<file path="config.mk">
export PLATFORM = sky130hd
export DESIGN_NAME = clk_tick_gen
export DESIGN_NICKNAME = d
export VERILOG_FILES = /design/src/rtl/clk_tick_gen.sv
export SDC_FILE = /design/constraint.sdc
export NUM_CORES = 1
export LEC_CHECK = 0
export BUFFER_PORTS_ARGS = -buffer_cell sky130_fd_sc_hd__buf_2
export CORE_UTILIZATION = 53
export CTS_CLUSTER_DIAMETER = 30
export DETAILED_ROUTE_END_ITERATION = 10
export PLACE_DENSITY = 0.66
export SLEW_MARGIN = 30
export SYNTH_ARGS = -nofsm -noshare
export SYNTH_HDL_FRONTEND = slang
export SYNTH_SLANG_ARGS = --single-unit
</file>
<file path="constraint.sdc">
create_clock -name clk -period 5.57 [get_ports clk]
set_input_delay 0 -clock clk [delete_from_list [all_inputs] [get_ports clk]]
set_output_delay 0 -clock clk [all_outputs]
set_load 0.01 [all_outputs]
</file>
<file path="src/rtl/clk_tick_gen.sv">
// Multi-channel tick and square-wave generator: per channel, a one-cycle enable pulse every div cycles.
// Defining CLK_TICK_DIV_WR_EN makes the divisors writable at run time through div_wr/div_wr_ch/div_wr_data.
module clk_tick_gen #(
   parameter int NUM_CH = 4,
   parameter int CNT_W  = 27,
   parameter logic [NUM_CH*CNT_W-1:0] DIV_INIT =
      {27'd25_000_000, 27'd200_000, 27'd50_000_000, 27'd100_000_000}
) (
   input  logic                 clk,
   input  logic                 rst_n,
   input  logic                 en,
   input  logic [NUM_CH-1:0]    ch_en,
   input  logic                 sync_clr,
`ifdef CLK_TICK_DIV_WR_EN
   input  logic                 div_wr,
   input  logic [((NUM_CH > 1) ? $clog2(NUM_CH) : 1)-1:0] div_wr_ch,
   input  logic [CNT_W-1:0]     div_wr_data,
`endif
   output logic [NUM_CH-1:0]    tick,
   output logic [NUM_CH-1:0]    sq
);

   for (genvar i = 0; i < NUM_CH; i++) begin : g_ch
      logic [CNT_W-1:0] cnt_q, cnt_d;
      logic [CNT_W-1:0] div_cur;
      logic [CNT_W-1:0] div_last;
      logic             tick_q, tick_d;
      logic             sq_q, sq_d;
      logic             active;
      logic             term;
      logic             wr_hit;

`ifdef CLK_TICK_DIV_WR_EN
      logic [CNT_W-1:0] div_q, div_d;

      // Indices >= NUM_CH never match any channel, so such writes are dropped.
      assign wr_hit  = div_wr && (int'(div_wr_ch) == i);
      assign div_cur = div_q;
      assign div_d   = wr_hit ? div_wr_data : div_q;

      always_ff @(posedge clk) begin
         if (!rst_n) begin
            div_q <= DIV_INIT[i*CNT_W +: CNT_W];
         end else begin
            div_q <= div_d;
         end
      end
`else
      assign wr_hit  = 1'b0;
      assign div_cur = DIV_INIT[i*CNT_W +: CNT_W];
`endif

      assign active   = en && ch_en[i];
      // Divisors 0 and 1 both collapse to a terminal count of 0: tick every active cycle.
      assign div_last = (div_cur <= CNT_W'(1)) ? '0 : div_cur - CNT_W'(1);
      assign term     = (cnt_q >= div_last);

      always_comb begin
         cnt_d  = cnt_q;
         sq_d   = sq_q;
         tick_d = 1'b0;
         if (sync_clr) begin
            cnt_d = '0;
            sq_d  = 1'b0;
         end else if (wr_hit) begin
            cnt_d = '0;
         end else if (active) begin
            if (term) begin
               cnt_d  = '0;
               tick_d = 1'b1;
               sq_d   = ~sq_q;
            end else begin
               cnt_d = cnt_q + CNT_W'(1);
            end
         end
      end

      always_ff @(posedge clk) begin
         if (!rst_n) begin
            cnt_q  <= '0;
            tick_q <= 1'b0;
            sq_q   <= 1'b0;
         end else begin
            cnt_q  <= cnt_d;
            tick_q <= tick_d;
            sq_q   <= sq_d;
         end
      end

      assign tick[i] = tick_q;
      assign sq[i]   = sq_q;
   end

endmodule

</file>
Word level (Yosys, flattened, before mapping)
Cells that the tools add are included.
{"block": "totals", "register_bits": 116, "out_inout_bits": 8}
{"block": "classes", "addsub": 4, "n_lt_le_gt_ge": 4, "muxes": 8, "n_bitwise": 9, "reduce_logical": 13}
{"op": "$add 27x1->27 const B", "n": 4}
{"op": "$mux 27", "n": 4}
{"op": "$ge 27x18->1 const B", "n": 1}
{"op": "$ge 27x25->1 const B", "n": 1}
{"op": "$ge 27x26->1 const B", "n": 1}
{"op": "$ge 27x27->1 const B", "n": 1}
{"op": "$reduce_or 3->1", "n": 4}
{"op": "$not 1->1", "n": 9}
{"op": "$reduce_and 2->1", "n": 4}
{"op": "$logic_and 1x1->1", "n": 4}
{"op": "$mux 1", "n": 4}
{"op": "$reduce_or 2->1", "n": 1}

Logic depth before layout (Yosys ltp)
Gate-level depths: netlist (run 1).
{"block": "logic_depth", "depth_word": 3, "mapped_depth": 7, "ltp_nobuf": 6}

Worst setup path before layout (run 1)
Ideal clock, no wire load.
{"block": "synth_timing", "path_type": "register -> register", "from": "register g_ch[3].cnt_q[0]", "to": "register g_ch[3].cnt_q[22]", "setup_time_ns": 0.133, "t_arrival_ns": 1.967, "required_ns": 5.437, "setup_slack_ns": 3.469, "path_stages_with_launch": 8, "synth_period_minus_slack_ns": 2.101, "path_cell_list": "dfxtp_1 > ha_1 > a21oi_1 > or3b_1 > a2111o_1 > a41oi_4 > buf_6 > nor3_1"}
{"block": "synth_via", "elab_chain_cells": 2, "elab_cells_between_ends": 3, "classes_between": "add/sub (1); order compare (1); mux (1)"}
{"item": "start, declared", "line": "24", "text": "logic [CNT_W-1:0] cnt_q, cnt_d;"}
{"item": "start signal, assigned", "line": "84", "text": "cnt_q <= cnt_d;"}
{"item": "$add 27x1->27 or $ge 27x25->1 (tied branches)", "line": "73, 56"}
{"item": "$mux 27 (*)", "line": "68", "text": "if (term) begin"}
Every way passes the cells marked *; elsewhere a longest branch is shown, timed or not.
A chain may end at the register's enable or synchronous reset.

Worst setup path in the final report (run 1)
{"block": "layout_timing", "from": "register g_ch[3].cnt_q[0]", "to": "register g_ch[3].tick_q"}
{"block": "layout_via", "elab_chain_cells": 2}
{"item": "$ge 27x25->1", "line": "56", "text": "assign term = (cnt_q >= div_last);"}
{"item": "$mux 1", "line": "68"}
{"item": "end signal, assigned", "line": "85", "text": "tick_q <= tick_d;"}
{"item": "end, declared", "line": "27", "text": "logic tick_q, tick_d;"}
Every way passes these cells.

==> qor.yml, run 1 <==
power.total_mw: 1.97
r2r_start: "g_ch[3].cnt_q[0]"
max_freq_ghz: 0.390
via_count: 4793
hp-class: "input pin to register"
place_area_mm2: 0.00581
ant_nets: 0
relSlewSlack: 0.415
synth_area_mm2: 0.00572
cts_setup_buffers: 0
p_seq_frac: 0.424
hold_slack_ns: 0.0678
peakVddDrop_v: 0.000341
critical_path.top_delay_family: "compound AO/OA/AOI/OAI gates"
initial_utilization: 0.549
portBuffers: 15
first_global_vias: 4423
critPathLaunch: "g_ch[3].cnt_q[0]"
grt_max_degree: 58
rsz0062_at_grt: "false"
rr_endpoint: "g_ch[3].tick_q"
multiInputGateArea_mm2: 0.00317
grt-ovfl-total: 0
viasPerCell: 5.67
clock_path_buffers: 2
p_per_area_mw_per_mm2: 303
drive_gt1_frac: 0.0930
numCtsBuffers: 17
cp-endpoint: "g_ch[3].tick_q"
dieArea_mm2: 0.0112
regArea_mm2: 0.00232
syn_inst: 688
synth_mux_area_frac: 0.00350
cpPeakStageDelay_ns: 0.76
ctsHoldBuffers: 8
worst-path-max-fanout: 28
ctsRootBufferMaster: "clkbuf_8"
hold_viol_final: 0
status: "completed"
combPwrFrac: 0.021
cellInternalPower_mw: 1.57
place_congestion: 0.796
synth_top_family_by_area: "simple AND/OR/NAND/NOR gates"
p_sw_mw: 0.401
drv_slew: 0
synth_seq_cells: 116
instances_no_fill: 846
critical_path_class: "register to register"
cts_tree: "yes"
switching_share: 0.204
async_reset_ff_frac: 0
synth-main-ff-cell: "dfxtp_1"
p_leak_nw: 2.08
dpl.hpwl_um: 7650
r2r.worst_path.cells: 6
design_area_mm2: 0.00650
antenna_found_initial: 0
drc_errors: 0
finalCritPeriodShare: 0.460
finalSetupTns_ns: 0
ios: 16
crit_slowest_cell: "a41oi_4"
synth_edf_count: 0
clock_sinks: 116
crit_buf_inv: 0
start_kind: "register"
cp.required_ns: 6.04
drt_first_pass_iters: 4
gr-usage-all-layers: 0.225
crit_arrival_ns: 3.04
routed_wl_um: 11700
period_needed_ns: 2.56
synth_compound_area_frac: 0.0647
worstMarginPinSlew_ns: 0.874
ys_types: 51
numPlacedInstances: 806
htree_levels: 4
area_growth_pct: 13.5
dieHeight_um: 106
synth_fa_ha_area_frac: 0.00875
synth-xor-area-share: 0.139
nNetsFinal: 709
cp-end-kind: "register"
core-area_mm2: 0.0104
fillers: 895
r2r_setup_slack_ns: 3.01
syn-num-nets: 700
hold_depth: 5
ys_seq_area_frac: 0.406
antenna_cells: 0
drv_cap: 0
setup_viol: 0
path_depth: 6
wire_per_inst_um: 13.9
fin_skew_ns: 0.00660
row_count: 37
cts_resized: 0
avgSynthCellArea_um2: 8.32
yosys.area_share.simple: 0.335
clkLatencyLatePin_ns: 0.53
grt_first_pass_wirelength_um: 20300
clkPwrFrac: 0.555
path_cells: "ha_1 > a21oi_1 > or3b_1 > a2111o_1 > a41oi_4 > and2_2"
die_x_um: 106
yosys_warnings: 0
first_iter_violations: 347
clk_pin_slew_worst_paths_ns: 0.06
==> kinds of logic after synthesis <==
group                    Yosys count
buffers and inverters             51
AO/OA/AOI/OAI                     55
AND/OR/NAND/NOR                  369
multiplexers                       2
adder cells (fa/ha/maj)            4
XOR/XNOR                          91
flip-flops                       116
==> area by class of cell <==
type	count	share of cell area
clock buffer	21	0.0722
timing repair buffer	27	0.0285
multi-input combinational	521	0.488
sequential	116	0.357
clock inverter	11	0.0200
inverter	14	0.00809
tap	136	0.0262
==> how the worst min path moves through the flow <==
stage,start,endpoint
5_1_grt,ch_en[3],g_ch[3].cnt_q[6]
3_3_place_gp,ch_en[2],g_ch[2].cnt_q[1]
2_1_floorplan,ch_en[2],g_ch[2].cnt_q[1]
6_report,ch_en[3],g_ch[3].cnt_q[6]
4_1_cts,ch_en[3],g_ch[3].cnt_q[1]
3_5_place_dp,ch_en[2],g_ch[2].cnt_q[1]
==> worst reg2reg max path: cells and delay by family (launching register included) <==
| kind | cells | cell delay, ns |
|---|---|---|
| adder cells (fa/ha/maj) | 1 | 0.24 |
| AO/OA/AOI/OAI | 3 | 1.22 |
| AND/OR/NAND/NOR | 2 | 0.66 |
| flip-flops | 1 | 0.39 |
==> Yosys cell counts (2+ instances only) <==
library cell  instances  area share
o21ai_0               8      0.0070
nor3b_1               2      0.0026
dfxtp_1             116        0.41
buf_6                 2      0.0039
ha_1                  4      0.0087
clkbuf_1             21       0.014
buf_4                 9       0.012
or2_2                 3      0.0033
a31oi_1               5      0.0055
nand2b_1              3      0.0033
and4_1               12       0.018
buf_2                 5      0.0044
a21oi_1              21       0.018
a21o_1                2      0.0026
nor2_1               77       0.051
nor2b_1               3      0.0033
nor3_2                4      0.0070
nand2_1              58       0.038
inv_1                14      0.0092
nor3_1               74       0.065
nand4_1              28       0.031
nor4_1               22       0.024
and3_1               17       0.019
nand3_1              42       0.037
mux2i_1               2      0.0035
and2_1                3      0.0033
xor2_1               26       0.040
xnor2_1              65       0.099
or4_1                 4      0.0052
or3_1                 7      0.0077
o211ai_1              7      0.0092
and2_0                3      0.0033
==> power by group through the flow <==
stage          Combinational [mW]  Sequential (mW)  Clock, mW
2_1_floorplan              0.0253            0.851          0
3_3_place_gp               0.0355            0.852          0
3_5_place_dp               0.0363            0.852          0
4_1_cts                    0.0405            0.834       1.11
5_1_grt                    0.0448            0.834       1.15
6_report                   0.0404            0.834       1.09
==> layout by cell type, fill, tap and decap left out, types with 3 or more instances in the layout <==
cell type        n
clkinv_2         8
bufinv_16        3
or2_2            3
and2_1           3
and3_1          17
buf_4            4
inv_1           14
and4_1          12
or4_1            4
o21ai_0          8
a31oi_1          4
a21oi_1         21
or3_1            7
dfxtp_1        116
nand2_1         58
o211ai_1         7
nor4_1          22
nor3_1          74
nand4_1         28
and2_0           3
nor3_2           4
xor2_1          26
nor2_1          77
nand3_1         41
clkbuf_8         5
nor2b_1          3
dlygate4sd3_1    8
xnor2_1         65
ha_1             4
buf_2           15
clkbuf_16       16
==> routing by layer <==
| layer | track usage | vias up | wire length, µm |
|---|---|---|---|
| li1 | - | 2451 | - |
| met1 | 0.290 | 2252 | 5600 |
| met2 | 0.364 | 82 | 5540 |
| met3 | 0.0687 | 8 | 500 |
| met4 | 0.0645 | 0 | 85 |
| met5 | 0 | - | 0 |
==> flip-flops by register name, indices dropped and copies added (netlist names) <==
register,cells
g_ch.cnt_q,108
g_ch.sq_q,4
g_ch.tick_q,4
==> per-stage QoR <==
step                      setup slack (ns)  utilization
after floorplan                       3.47            -
after global placement                3.07        0.558
after detailed placement              2.99        0.558
after CTS                             2.98        0.623
after global routing                  2.83        0.624
final                                 3.01        0.624
No activity file was read; power rests on OpenSTA's default activity.
==> run 2: changes to the inputs <==
--- a/config.mk
+++ b/config.mk
@@ -9,7 +9,7 @@
 export CORE_UTILIZATION = 53
 export CTS_CLUSTER_DIAMETER = 30
 export DETAILED_ROUTE_END_ITERATION = 10
-export PLACE_DENSITY = 0.66
+export PLACE_DENSITY = 0.69
 export SLEW_MARGIN = 30
 export SYNTH_ARGS = -nofsm -noshare
 export SYNTH_HDL_FRONTEND = slang
==> constraint.sdc (replaced) <==
create_clock -name clk -period 2.1 [get_ports clk]
set_input_delay 0 -clock clk [delete_from_list [all_inputs] [get_ports clk]]
set_output_delay 0 -clock clk [all_outputs]
set_load 0.01 [all_outputs]
==> run 2 against run 1 <==
Effect of this change: maximum frequency up 24%; final cell count up 2.1%; highest routed layer unchanged; hold slack worse by 0.056 ns; non-clock buffer count up 20; largest power group unchanged; via count up 3.0%; combinational power rose to 2.8 times the previous value; clock power rose to 2.5 times the previous value; final area up 3.2%; routed wire length up 5.4%; clock skew up 0.0021 ns; sequential power rose to 2.6 times the previous value; sequential cell count unchanged.
==> qor.yml, run 2 (synthesis results as in run 1) <==
p_sw_mw: 1.02
dieArea_mm2: 0.0112
area_growth_pct: 17.2
hp-class: "input pin to register"
power.total_mw: 5.09
switching_share: 0.200
dpl.hpwl_um: 7860
antenna_found_initial: 0
gr-usage-all-layers: 0.231
design_area_mm2: 0.00671
nNetsFinal: 729
met2_usage: 0.394
worst-path-max-fanout: 5
grt_util_met1: 0.287
via_count: 4938
ctsRootBufferMaster: "clkbuf_8"
core-area_mm2: 0.0104
relSlewSlack: 0.574
fin_skew_ns: 0.00871
instances_no_fill: 864
hold_viol_final: 0
gr-max-usage-layer: "met2"
wire_per_inst_um: 14.3
grt_first_pass_wirelength_um: 21000
mostFrequentLayoutCell: "dfxtp_1"
ios: 16
rsz0062_at_grt: "true"
clkLatencyLatePin_ns: 0.51
cpPeakStageDelay_ns: 0.41
path_cells: "ha_4 > a21oi_2 > or3b_4 > a2111o_1 > a41oi_4 > clkbuf_16 > nor3_1"
hp-start: "en"
crit_slowest_cell: "a2111o_1"
drc_errors: 0
die_x_um: 106
status: "completed"
first_global_vias: 4682
viasPerCell: 5.72
r2r.worst_path.cells: 7
clock_path_buffers: 2
r2r_setup_slack_ns: 0.03
cp.required_ns: 2.48
finalWorstSetupSlack_ns: 0.0267
period_needed_ns: 2.07
place_congestion: 0.826
p_seq_frac: 0.435
dp_slack_ns: 0.0252
largest_register_ffs: 108
cp-end-kind: "register"
largest_register: "g_ch.cnt_q"
hold_depth: 4
hold_slack_ns: 0.0118
grt-ovfl-total: 0
place_area_mm2: 0.00598
first_iter_violations: 210
routed_wl_um: 12400
r2r_start: "g_ch[3].cnt_q[0]"
p_per_area_mw_per_mm2: 759
cts_tree: "yes"
dieHeight_um: 106
portBuffers: 15
grt_util_met3: 0.0540
drt_first_pass_iters: 5
clk_pin_slew_worst_paths_ns: 0.05
grt_max_degree: 35
drv_cap: 0
p_leak_nw: 2.18
peakVddDrop_v: 0.000520
finalCritPeriodShare: 0.987
rr_endpoint: "g_ch[3].cnt_q[11]"
cellInternalPower_mw: 4.07
numPlacedInstances: 826
initial_utilization: 0.549
max_freq_ghz: 0.482
numCtsBuffers: 17
top_regs: "g_ch.cnt_q (108), g_ch.sq_q (4), g_ch.tick_q (4)"
antenna_cells: 0
fillers: 871
drv_slew: 0
critical_path_class: "register to register"
htree_levels: 4
layout_common_cells: "dfxtp_1 (113), nor2_1 (77), nor3_1 (72)"
worstMarginPinSlew_ns: 0.634
ant_nets: 0
setup_viol: 0
holdPathEnd: "g_ch[0].cnt_q[0]"
combPwrFrac: 0.022
row_count: 37
clock_sinks: 116
crit_buf_inv: 1
start_kind: "register"
crit_arrival_ns: 2.46
drive_gt1_frac: 0.130
critical_path.top_delay_family: "compound AO/OA/AOI/OAI gates"
clkPwrFrac: 0.543
run 2: cell count changes in the layout (fill, tap and decap cells not counted), moves of 3 or more:
| cell | delta |
|---|---|
| dlygate4sd3_1 | -4 |
| buf_6 | +4 |
| dfxtp_1 | -3 |
| clkbuf_1 | +4 |
| clkinv_2 | -6 |
| buf_4 | +18 |
run 2: timing repair:
action	in CTS	in global routing
hold buffers	4	0
buffers inserted	0	1
setup endpoints to repair	0	36
hold endpoints to repair	10	0
resized for setup	0	19
run 2: cell type report:
cell class	count	area, µm²	area share
Clock inverter	4	70.1	0.0104
Sequential cell	116	2330	0.348
Tap cell	136	170	0.0254
Multi-Input combinational cell	521	3210	0.479
Inverter	14	52.6	0.00784
Timing Repair Buffer	47	370	0.0552
Clock buffer	26	498	0.0743
run 2: worst reg2reg max path, delay by kind of cell, from the launching register on:
family | cells | cell delay, ns
DFF | 1 | 0.37
buffers and inverters | 1 | 0.22
and+or+nand+nor | 2 | 0.44
AOI/OAI and AO/OA | 3 | 0.78
adders and majority gates | 1 | 0.14
run 2: power by group through the flow:
stage	Sequential, mW	Clock (mW)	Combinational (mW)
floorplan	2.26	0	0.0672
global placement	2.26	0	0.105
detailed placement	2.26	0	0.107
CTS	2.21	2.81	0.113
global route	2.21	2.93	0.126
finish	2.21	2.76	0.113
run 2: worst max-delay path by stage:
stage / endpoint / slack (ns) / start / cells after the start
4_1_cts: g_ch[3].cnt_q[1] / 0.02 / g_ch[3].cnt_q[0] / 7
2_1_floorplan: g_ch[3].cnt_q[22] / 0.05 / g_ch[3].cnt_q[0] / 7
6_report: g_ch[3].cnt_q[11] / 0.03 / g_ch[3].cnt_q[0] / 7
5_1_grt: g_ch[3].cnt_q[19] / -0.03 / g_ch[3].cnt_q[0] / 7
3_3_place_gp: g_ch[3].cnt_q[5] / 0.08 / g_ch[3].cnt_q[0] / 7
3_5_place_dp: g_ch[3].cnt_q[4] / 0.03 / g_ch[3].cnt_q[0] / 7
run 2: through the flow:
stage          setup TNS (ns)   util
3_5_place_dp                0  0.574
6_report                    0  0.644
5_1_grt                -0.191  0.644
3_3_place_gp                0  0.574
4_1_cts                     0  0.632
2_1_floorplan               0      -
run 2: layer usage:
metal,wire (µm),up-vias
li1,-,2488
met1,5720,2344
met2,6100,94
met3,406,12
met4,134,0
met5,0,-
